### src/rtl/serialize_pkg.sv
// rtl/serialize_pkg.sv - state type and sizing helpers for serialize; SERIALIZE_LEN_EN adds a length field to din
package serialize_pkg;

  typedef enum logic {
    IDLE = 1'b0,
    BUSY = 1'b1
  } state_e;

  function automatic int cnt_w(input int num);
    return (num > 1) ? $clog2(num) : 1;
  endfunction

`ifdef SERIALIZE_LEN_EN
  localparam bit LEN_EN = 1'b1;
`else
  localparam bit LEN_EN = 1'b0;
`endif

  function automatic int din_w(input int num, input int w);
    return num * w + (LEN_EN ? cnt_w(num) : 0);
  endfunction

endpackage

### src/rtl/serialize.sv
// rtl/serialize.sv - splits one NUM*W beat into NUM W-bit beats, LSB element first, eot in MSB (SERIALIZE_LEN_EN: per-beat length)
module serialize
  import serialize_pkg::*;
#(
  parameter  int NUM   = 4,
  parameter  int W     = 16,
  localparam int CW    = cnt_w(NUM),
  localparam int DIN_W = din_w(NUM, W)
) (
  input  logic             clk,
  input  logic             rst,
  input  logic [DIN_W-1:0] din_data,
  input  logic             din_valid,
  output logic             din_ready,
  output logic [W:0]       dout_data,
  output logic             dout_valid,
  input  logic             dout_ready
);

  localparam logic [CW-1:0] MAX_IDX = CW'(NUM - 1);

  state_e            state_q, state_d;
  logic [CW-1:0]     cnt_q, cnt_d;
  logic [NUM*W-1:0]  hold_q, hold_d;
  logic [CW-1:0]     last_idx;
  logic              busy;
  logic              eot;
  logic              take;

  assign busy = (state_q == BUSY);
  assign eot  = (cnt_q == last_idx);
  assign take = din_valid & din_ready;

  // dout_ready reaches din_ready combinationally so a new beat loads on the eot handshake without a bubble
  assign din_ready  = !busy | (eot & dout_ready);
  assign dout_valid = busy;
  assign dout_data  = {eot, hold_q[int'(cnt_q)*W +: W]};

`ifdef SERIALIZE_LEN_EN
  logic [CW-1:0] len_q, len_d;
  logic [CW-1:0] len_field;

  assign len_field = din_data[NUM*W +: CW];
  assign len_d     = take ? ((len_field > MAX_IDX) ? MAX_IDX : len_field) : len_q;
  assign last_idx  = len_q;
`else
  assign last_idx  = MAX_IDX;
`endif

  always_comb begin
    state_d = state_q;
    cnt_d   = cnt_q;
    hold_d  = hold_q;
    if (take) begin
      hold_d  = din_data[NUM*W-1:0];
      cnt_d   = '0;
      state_d = BUSY;
    end else if (busy && dout_ready) begin
      if (eot) begin
        cnt_d   = '0;
        state_d = IDLE;
      end else begin
        cnt_d = cnt_q + CW'(1);
      end
    end
  end

  always_ff @(posedge clk or negedge rst) begin
    if (!rst) begin
      state_q <= IDLE;
      cnt_q   <= '0;
    end else begin
      state_q <= state_d;
      cnt_q   <= cnt_d;
    end
  end

  // Data path is only observed while busy, so it carries no reset
  always_ff @(posedge clk) begin
    hold_q <= hold_d;
`ifdef SERIALIZE_LEN_EN
    len_q  <= len_d;
`endif
  end

endmodule

### config.mk
export PLATFORM = sky130hd
export DESIGN_NAME = serialize
export DESIGN_NICKNAME = d
export VERILOG_FILES = /design/src/rtl/serialize_pkg.sv /design/src/rtl/serialize.sv
export SDC_FILE = /design/constraint.sdc
export NUM_CORES = 1
export LEC_CHECK = 0
export ABC_AREA = 1
export CAP_MARGIN = 20
export CELL_PAD_IN_SITES_DETAIL_PLACEMENT = 0
export CELL_PAD_IN_SITES_GLOBAL_PLACEMENT = 1
export CORE_MARGIN = 1
export CORE_UTILIZATION = 39
export CTS_CLUSTER_SIZE = 20
export DETAILED_ROUTE_END_ITERATION = 6
export MAX_ROUTING_LAYER = met4
export PLACE_DENSITY_LB_ADDON = 0.1
export SYNTH_ARGS = -nofsm -noshare
export SYNTH_HDL_FRONTEND = slang
export SYNTH_SLANG_ARGS = --single-unit
export TNS_END_PERCENT = 50
### constraint.sdc
create_clock -name clk -period 4.99 [get_ports clk]
set_clock_uncertainty 0.15 [all_clocks]
set_input_delay 0.998 -clock clk [delete_from_list [all_inputs] [get_ports clk]]
set_output_delay 0.998 -clock clk [all_outputs]
set_load 0.005 [all_outputs]
==> metrics.cfg <==
[yosys]
yosysTopAreaCell = edfxtp_1
synthTopCellsByArea = edfxtp_1 71%, o211ai_1 8.8%, nand2_1 7.7%
ys_ff_latch = 67
ys_seq_area_share_pct = 73.5
yosysTopAreaCellShare_pct = 70.7
yosys_warnings = 0
ys_types = 13
syn_nets = 277
synthesis.area_sq_um = 2720
syn_inst = 208
synth.avg_cell_area_sq_um = 13.1

[cts]
numCtsBuffers = 9
worstSkewPairLatency_ns = 0.32
cts.sinks = 67
hold_buffers = 0
htree_levels = 3
cts_root_buf = clkbuf_8
cts_buffer_depth = 2
clk_pin_slew_ns = 0.07
post-cts-setup-buffers = 0
cts_tree = done
cts_resized = 0

[hold_path]
worstHoldStart = dout_valid
hold_path_class = reg2reg
hold_path_depth = 2

[sta]
rsz0062_at_grt = no
tns_ns = 0
worstMarginPinSlew_ns = 1.01
finalSetupViolCount = 0
report.final.slew_viol_count = 0
timing.final.crit_period_ns = 3.44
hold_viol = 0
relSlewSlack_pct = 32.7
fmax_ghz = 0.291
final.period_utilization_pct = 69.0

[status]
status = finished clean

[grt]
grt_pass1_wl_um = 8160
antenna_found_initial = 0
grt_start_max_net_pins = 67
grtUsageTotal_pct = 15.7
globalRouteOverflowTotal = 0
grt_pass1_vias = 1679

[worst_setup_path]
crit_arrival_ns = 2.29
path_class = reg2out
ff2ff_path_depth = 6
critPathMaxFanout = 66
critPathLaunch = cnt_q[0]
crit_path_start_kind = flip-flop
required_ns = 3.84
endpoint_kind = output pin
regToRegStartpoint = cnt_q[1]

[placed_design]
dpl-instance-area_sq_um = 3590
dp_hpwl_um = 3410
port_buffers = 86
placed_cells_incl_taps = 364
gp_congestion = 0.714

[die]
num_rows = 30
die_area_sq_um = 7310
chipHeight_um = 85.5
start_util_pct = 40.2
ios = 87
die_w_um = 85.5
core_sq_um = 6760

[layout]
regArea_sq_um = 2000
fillers = 614
final_cells = 380
area_growth_syn_to_layout_pct = 38.0
multi_input_comb_area_sq_um = 484
utilization_pct = 55.5
antenna_cells = 0
layout.nets = 364
design_area_sq_um = 3750
layout_common_cells = 86 x clkdlybuf4s50_1, 64 x edfxtp_1, 56 x nand2_1, 34 x inv_1, 32 x o211ai_1
layout_commonest_cell = clkdlybuf4s50_1
drive_gt1_share_pct = 6.00

[power_and_ir_drop]
power_leakage_nw = 1.46
finalPower_mw = 1.80
vdd_drop_max_mv = 0.236
p_per_area_nw_per_um2 = 480

[job]
maxCapViolCount = 0

[drt]
wl_per_cell_um = 13.3
drtPass1Iterations = 4
drc = 0
wl_um = 5060
initialDrtViolationCount = 41
vias = 1727
antenna_left = 0
via_per_inst = 4.54

==> state kept, by name, summed over array words and instances (netlist names) <==
register,flops
cnt_q,2
hold_q,64
dout_valid,1
==> power by group <==
group | switching [mW] | internal, mW | total (mW)
Clock | 0.194 | 0.178 | 0.372
Sequential | 0.0489 | 0.741 | 0.790
Combinational | 0.321 | 0.319 | 0.640
==> worst paths after layout <==
| kind | to | slack (ns) |
|---|---|---|
| setup / recovery | dout_data[6] | 1.55 |
| hold / removal | dout_valid | 0.46 |
| setup reg to reg | hold_q[19] | 2.28 |
| hold reg to reg | dout_valid | 0.46 |
| max in group asynchronous | cnt_q[1] | 3.82 |
| min in group asynchronous | cnt_q[0] | 0.71 |
==> area by class of cell <==
| class | instances | share of cell area [%] |
|---|---|---|
| well taps | 80 | 2.67 |
| multi-input cells | 93 | 12.9 |
| repair buffers | 87 | 23.2 |
| clock inverters | 5 | 0.801 |
| clock buffers | 11 | 3.50 |
| flip-flops and latches | 67 | 53.3 |
| inverters | 37 | 3.70 |
==> worst max-delay path: stages (launching register included) <==
cell and delay, ns:
dfrtp_1 0.39, inv_2 0.73, nand2_1 0.13, o211ai_1 0.16, nand2_1 0.09, clkdlybuf4s50_1 0.45
==> synthesized netlist by cell type (all sizes together) <==
cell type	instances
o21ai	1
ha	1
nand3	2
nand2	56
buf	11
inv	37
nand4	1
dfrtp	3
edfxtp	64
o211ai	32
==> logic make-up (layout without fill, tap and decap cells) <==
kind of cell	Yosys count	count (layout)	share of synthesized area, %
adder cells (fa/ha/maj)	1	1	0.460
flip-flops	67	67	73.5
AO/OA/AOI/OAI	33	33	9.02
AND/OR/NAND/NOR	59	59	8.33
buffers and inverters	48	140	8.70
==> through the flow <==
stage,hold WS [ns],setup slack [ns]
after CTS,0.471,1.50
final,0.459,1.55
after detailed placement,0.452,1.68
after global routing,0.515,1.30
after floorplan,0.429,1.94
after global placement,0.438,1.70
==> metal layers <==
layer | global-route usage [%] | vias up | wire, um
met2 | 24.4 | 54 | 2380
met4 | 4.09 | 0 | 43
met1 | 19.1 | 772 | 2330
met5 | - | - | 0
met3 | 6.32 | 5 | 306
li1 | - | 896 | -
No activity file was read; power rests on OpenSTA's default activity.
